--- src/rtl/cc_orientation_detect_pkg.sv ---
// -----------------------------------------------------------------------------
// cc_orientation_detect_pkg
// Shared definitions for the Type-C attach/orientation detector.
//   - CC_ST_* / CC_ORIENT_* defines for blocks that only need the raw codes
//   - ccState_t : FSM state type used by the detector
//   - activePattern / isSinglePin : helpers on the synchronized {cc2, cc1} pair
// -----------------------------------------------------------------------------
`ifndef CC_ORIENT_DEFINES
`define CC_ORIENT_DEFINES
`define CC_ST_UNATTACHED  2'd0
`define CC_ST_ATTACH_WAIT 2'd1
`define CC_ST_ATTACHED    2'd2
`define CC_ST_DETACH_WAIT 2'd3
`define CC_ORIENT_CC1     1'b0
`define CC_ORIENT_CC2     1'b1
`endif

package cc_orientation_detect_pkg;

  typedef enum logic [1:0] {
    ST_UNATTACHED  = `CC_ST_UNATTACHED,
    ST_ATTACH_WAIT = `CC_ST_ATTACH_WAIT,
    ST_ATTACHED    = `CC_ST_ATTACHED,
    ST_DETACH_WAIT = `CC_ST_DETACH_WAIT
  } ccState_t;

  // Pattern {cc2, cc1} produced when only the given pin is terminated.
  function automatic logic [1:0] activePattern(input logic pin);
    return {pin, ~pin};
  endfunction

  // True for 01 or 10: exactly one CC pin shows a termination.
  function automatic logic isSinglePin(input logic [1:0] pattern);
    return pattern[1] ^ pattern[0];
  endfunction

endpackage

--- src/rtl/cc_orientation_detect_sync_2ff.sv ---
// -----------------------------------------------------------------------------
// cc_sync_2ff
// Two-flop synchronizer for one asynchronous level input.
// Ports:
//   clk     : system clock
//   reset   : synchronous, active-high; clears both flops
//   i_async : asynchronous level input
//   o_sync  : level re-timed into the clk domain (2-cycle latency)
// -----------------------------------------------------------------------------
module cc_sync_2ff (
  input  logic clk,
  input  logic reset,
  input  logic i_async,
  output logic o_sync
);

  logic r_meta;
  logic r_sync;

  // First flop may go metastable; the second gives it a full cycle to settle.
  always_ff @(posedge clk) begin
    if (reset) begin
      r_meta <= 1'b0;
      r_sync <= 1'b0;
    end else begin
      r_meta <= i_async;
      r_sync <= r_meta;
    end
  end

  assign o_sync = r_sync;

endmodule

--- src/rtl/cc_orientation_detect.sv ---
// -----------------------------------------------------------------------------
// cc_orientation_detect
// Synchronizes and debounces the CC1/CC2 terminations, decides attach/detach
// and reports which CC pin is active.
// Ports:
//   clk          : system clock
//   reset        : synchronous, active-high
//   CC1, CC2     : raw asynchronous CC levels (1 = termination seen)
//   attached     : debounced attach status (high in ATTACHED and DETACH_WAIT)
//   orientation  : 0 = CC1 active, 1 = CC2 active; only updated on attach
//   attach_event : one-cycle pulse after the attach transition
//   detach_event : one-cycle pulse after the detach transition
//   cc_invalid   : synchronized CC1 and CC2 both high
//   state_dbg    : current FSM state code
// -----------------------------------------------------------------------------
module cc_orientation_detect
  import cc_orientation_detect_pkg::*;
#(
  parameter int DEBOUNCE_CYCLES = 4
) (
  input  logic       clk,
  input  logic       reset,
  input  logic       CC1,
  input  logic       CC2,
  output logic       attached,
  output logic       orientation,
  output logic       attach_event,
  output logic       detach_event,
  output logic       cc_invalid,
  output logic [1:0] state_dbg
);

  localparam int CNT_W = $clog2(DEBOUNCE_CYCLES + 1);
  localparam logic [CNT_W-1:0] CNT_ONE  = CNT_W'(1);
  localparam logic [CNT_W-1:0] CNT_LAST = CNT_W'(DEBOUNCE_CYCLES - 1);
  localparam logic [CNT_W-1:0] CNT_SAT  = CNT_W'(DEBOUNCE_CYCLES);

  logic             w_cc1Sync;
  logic             w_cc2Sync;
  logic [1:0]       w_pattern;
  ccState_t         r_state;
  ccState_t         w_stateNext;
  logic             r_cand;
  logic             w_candNext;
  logic [CNT_W-1:0] r_cnt;
  logic [CNT_W-1:0] w_cntNext;
  logic [CNT_W-1:0] w_cntInc;
  logic             r_orientation;
  logic             w_orientationNext;
  logic             r_attachEvent;
  logic             w_attachEventNext;
  logic             r_detachEvent;
  logic             w_detachEventNext;

  cc_sync_2ff u_syncCc1 (
    .clk     (clk),
    .reset   (reset),
    .i_async (CC1),
    .o_sync  (w_cc1Sync)
  );

  cc_sync_2ff u_syncCc2 (
    .clk     (clk),
    .reset   (reset),
    .i_async (CC2),
    .o_sync  (w_cc2Sync)
  );

  assign w_pattern = {w_cc2Sync, w_cc1Sync};

  // Saturating increment so a long stable run can never wrap back to a
  // small count and delay the transition.
  assign w_cntInc = (r_cnt == CNT_SAT) ? r_cnt : r_cnt + CNT_ONE;

  // Next-state logic. The counter holds the number of consecutive qualifying
  // samples already seen, so the transition fires on the sample that finds
  // it at DEBOUNCE_CYCLES-1.
  always_comb begin
    w_stateNext       = r_state;
    w_candNext        = r_cand;
    w_cntNext         = r_cnt;
    w_orientationNext = r_orientation;
    w_attachEventNext = 1'b0;
    w_detachEventNext = 1'b0;
    case (r_state)
      ST_UNATTACHED: begin
        if (isSinglePin(w_pattern)) begin
          w_stateNext = ST_ATTACH_WAIT;
          w_candNext  = w_pattern[1];
          w_cntNext   = CNT_ONE;
        end else begin
          w_cntNext = '0;
        end
      end
      ST_ATTACH_WAIT: begin
        if (w_pattern == activePattern(r_cand)) begin
          if (r_cnt == CNT_LAST) begin
            w_stateNext       = ST_ATTACHED;
            w_orientationNext = r_cand;
            w_attachEventNext = 1'b1;
            w_cntNext         = '0;
          end else begin
            w_cntNext = w_cntInc;
          end
        end else if (isSinglePin(w_pattern)) begin
          // The other pin took over: restart debounce on the new candidate.
          w_candNext = w_pattern[1];
          w_cntNext  = CNT_ONE;
        end else begin
          w_stateNext = ST_UNATTACHED;
          w_cntNext   = '0;
        end
      end
      ST_ATTACHED: begin
        if (w_pattern != activePattern(r_orientation)) begin
          w_stateNext = ST_DETACH_WAIT;
          w_cntNext   = CNT_ONE;
        end
      end
      ST_DETACH_WAIT: begin
        if (w_pattern == activePattern(r_orientation)) begin
          w_stateNext = ST_ATTACHED;
          w_cntNext   = '0;
        end else if (r_cnt == CNT_LAST) begin
          w_stateNext       = ST_UNATTACHED;
          w_detachEventNext = 1'b1;
          w_cntNext         = '0;
        end else begin
          w_cntNext = w_cntInc;
        end
      end
      default: begin
        w_stateNext = ST_UNATTACHED;
        w_cntNext   = '0;
      end
    endcase
  end

  // State and event registers; reset wins over any pending transition so a
  // reset mid-debounce never produces an event pulse.
  always_ff @(posedge clk) begin
    if (reset) begin
      r_state       <= ST_UNATTACHED;
      r_cand        <= 1'b0;
      r_cnt         <= '0;
      r_orientation <= `CC_ORIENT_CC1;
      r_attachEvent <= 1'b0;
      r_detachEvent <= 1'b0;
    end else begin
      r_state       <= w_stateNext;
      r_cand        <= w_candNext;
      r_cnt         <= w_cntNext;
      r_orientation <= w_orientationNext;
      r_attachEvent <= w_attachEventNext;
      r_detachEvent <= w_detachEventNext;
    end
  end

  assign attached     = (r_state == ST_ATTACHED) || (r_state == ST_DETACH_WAIT);
  assign orientation  = r_orientation;
  assign attach_event = r_attachEvent;
  assign detach_event = r_detachEvent;
  assign cc_invalid   = (w_pattern == 2'b11);
  assign state_dbg    = r_state;

endmodule

--- config.mk ---
export PLATFORM = sky130hd
export DESIGN_NAME = cc_orientation_detect
export DESIGN_NICKNAME = d
export VERILOG_FILES = /design/src/rtl/cc_orientation_detect_pkg.sv /design/src/rtl/cc_orientation_detect_sync_2ff.sv /design/src/rtl/cc_orientation_detect.sv
export SDC_FILE = /design/constraint.sdc
export NUM_CORES = 1
export LEC_CHECK = 0
export ABC_AREA = 1
export CAP_MARGIN = 20
export CORE_MARGIN = 3
export CORE_UTILIZATION = 40
export CTS_BUF_LIST = sky130_fd_sc_hd__clkbuf_8
export CTS_CLUSTER_SIZE = 40
export DETAILED_ROUTE_END_ITERATION = 12
export SLEW_MARGIN = 40
export SYNTH_ARGS = -nofsm -noshare
export SYNTH_HDL_FRONTEND = slang
export SYNTH_SLANG_ARGS = --single-unit
--- constraint.sdc ---
create_clock -name clk -period 2.7 [get_ports clk]
set_clock_uncertainty 0.2 [all_clocks]
set_input_delay 0.54 -clock clk [delete_from_list [all_inputs] [get_ports clk]]
set_output_delay 0.54 -clock clk [all_outputs]
set_load 0.1 [all_outputs]
==> impl_metrics.json <==
{
  "drive_gt1_share_pct": 28.04,
  "hold_path_end": "u_syncCc1.o_sync$_SDFF_PP0_",
  "hold_depth": 2,
  "synth_top_area_cell": "dfxtp_1",
  "status": "complete, no violations",
  "h-tree-depth": 1,
  "synth.distinct_cells": 23,
  "tightestPinTransition_ns": 0.4721,
  "r2r-end": "state_dbg[0]$_SDFFE_PP0P_",
  "min_period_ns": 1.883,
  "clock.fmax_mhz": 531.1,
  "worstSetupPathType": "reg2out",
  "synth_common_cells": "inv_1 (19), dfxtp_1 (13), nand2_1 (11)",
  "peakVddDrop_uv": 512.3,
  "synth.most_common_cell": "inv_1",
  "hpwl_um": 993,
  "grt_overflow_total": 0,
  "cts_tree": "built",
  "hold_buffers": 0,
  "portBuffers": 10,
  "gr-usage-all-layers_pct": 12.61,
  "final_hold_viol_count": 0,
  "first_pass_iters": 3,
  "synth-seq-cells": 13,
  "synthArstFlopShare_pct": 0,
  "max-slew-margin-rel_pct": 68.43,
  "final-max-slew-violation-count": 0,
  "syn_inst": 95,
  "endpoint_kind": "output port",
  "min_period_over_period_pct": 69.74,
  "rows": 14,
  "drv_cap": 0,
  "antenna_found_initial": 0,
  "post-cts-setup-buffer-count": 0,
  "drt-vias-per-instance": 4.435,
  "synth.top_cell.area_share_pct": 36.36,
  "vias": 581,
  "syn-num-nets": 103,
  "core_area_um2": 1594,
  "ys_seq_area_share_pct": 36.36,
  "clk_path_buf_depth": 2,
  "powerDensity_nw_per_um2": 516.9,
  "area_delta_synth_final_pct": 19.93,
  "drc_errors": 0,
  "critPathLaunchType": "register",
  "cts_sinks": 13,
  "die_area_um2": 2333,
  "p_leak_nw": 0.4071,
  "ys_top_cells_by_area": "dfxtp_1 (36%), inv_1 (10%), ha_1 (7.0%)",
  "start_util_pct": 44.90,
  "rsz0062_at_grt": "no",
  "cts_resized": 0,
  "post_drt_wl_per_cell_um": 9.656,
  "cts_inserted_buffers": 3,
  "cp_max_fo": 5,
  "ant_nets": 0,
  "syn_area_um2": 715.7,
  "gp_congestion": 0.7992,
  "grt_max_degree": 12,
  "min_from": "u_syncCc1.r_meta$_SDFF_PP0_",
  "reg2reg_depth": 8,
  "totalNegativeSetupSlack_ns": 0,
  "rrSetupSlack_ns": 1.14,
  "synth.avg_cell_area_um2": 7.534,
  "first_iter_violations": 8,
  "cp.arrival_ns": 1.14,
  "drt-total-wl_um": 1265,
  "io_pins": 11,
  "chipWidth_um": 48.30,
  "power_mw": 0.4436,
  "grt_pass1_vias": 534,
  "synth_edf_count": 0,
  "cp.required_ns": 1.96,
  "synthFlopType": "dfxtp_1",
  "clk_latency_ns": 0.24,
  "yosysWarnings": 0,
  "grt_pass1_wl_um": 2290,
  "setup_violations": 0,
  "fillers": 155,
  "num_antenna_cells": 0,
  "cts.clk_slew.worst_paths_ns": 0.06,
  "worst_r2r_startpoint": "u_syncCc2.o_sync$_SDFF_PP0_",
  "nets": 116,
  "min_path_type": "reg2reg",
  "root_buffer": "clkbuf_8",
  "die_h_um": 48.30
}
==> final cells by class <==
class | instances | area [µm²] | area share, %
Inverter | 21 | 78.83 | 9.184
Clock inverter | 1 | 5.005 | 0.5831
Tap cell | 24 | 30.03 | 3.499
Clock buffer | 3 | 41.29 | 4.810
Timing Repair Buffer | 10 | 82.58 | 9.621
Multi-Input combinational cell | 59 | 360.3 | 41.98
Sequential cell | 13 | 260.3 | 30.32
==> how the worst max path moves through the flow <==
stage	startpoint	slack, ns	end
floorplan	state_dbg[1]$_SDFFE_PP0P_	0.37	attached
global placement	reset	0.79	orientation$_SDFFE_PP0P_
detailed placement	reset	0.76	r_cand$_SDFFE_PP0P_
CTS	u_syncCc2.o_sync$_SDFF_PP0_	0.80	cc_invalid
global route	u_syncCc2.o_sync$_SDFF_PP0_	0.74	cc_invalid
finish	u_syncCc2.o_sync$_SDFF_PP0_	0.82	cc_invalid
==> stage by stage <==
stage	hold WS, ns	worst slack [ns]	std cells	area [µm²]	utilization, %
2_1_floorplan	0.1883	0.3740	95	715.7	-
3_3_place_gp	0.1960	0.7869	127	812.0	50.94
3_5_place_dp	0.1960	0.7579	127	812.0	50.94
4_1_cts	0.2040	0.8028	131	858.3	53.85
5_1_grt	0.2237	0.7359	131	858.3	53.85
6_report	0.2016	0.8170	131	858.3	53.85
==> registers in the layout, indices dropped and copies added, names as in the netlist <==
| name | flops |
|---|---|
| u_syncCc1.r_meta | 1 |
| detach_event | 1 |
| r_cnt | 3 |
| attach_event | 1 |
| orientation | 1 |
| u_syncCc2.r_meta | 1 |
| r_cand | 1 |
| u_syncCc1.o_sync | 1 |
| u_syncCc2.o_sync | 1 |
| state_dbg | 2 |
==> metal layers <==
metal	part of all wire [%]	up-vias	GRT usage, %
li1	-	319	-
met1	48	249	16.76
met2	44	11	17.66
met3	6.6	2	6.135
met4	1.5	0	4.265
met5	0	-	0
==> kinds of logic after synthesis <==
group	after synthesis	synth area share [%]
simple gates	43	32.69
flops	13	36.36
xor+xnor	1	1.224
buf+inv	23	13.29
fa+ha+maj	4	6.993
compound gates	11	9.440
==> power breakdown <==
part | switching [mW] | internal (mW)
logic | 0.0428 | 0.0214
clock network | 0.0703 | 0.102
registers | 0.00778 | 0.199
total | 0.121 | 0.323
==> cells in the final DEF, fill, tap and decap left out <==
cell type | synthesis | routed
xor2_1 | 1 | 1
nand2_4 | 2 | 2
clkbuf_8 | 0 | 3
inv_2 | 2 | 2
clkdlybuf4s50_1 | 0 | 3
clkinv_2 | 0 | 1
nor2_1 | 8 | 8
nand2_2 | 6 | 6
nand3b_1 | 1 | 1
o22ai_1 | 1 | 1
a21oi_2 | 2 | 2
buf_4 | 0 | 7
o21ai_1 | 1 | 1
nand3_2 | 2 | 2
nor3_1 | 1 | 1
nor2_2 | 4 | 4
o21ai_0 | 3 | 3
o32ai_1 | 1 | 1
dfxtp_1 | 13 | 13
nand3_1 | 7 | 7
nor3_2 | 1 | 1
a21oi_1 | 3 | 3
ha_1 | 4 | 4
inv_1 | 19 | 19
nand2_1 | 11 | 11
==> worst max-delay path, stage by stage (launching register included) <==
cell and delay [ns]:
dfxtp_1 0.43, ha_1 0.18, buf_4 0.28
Note: power is estimated with default switching activity, not from simulation.
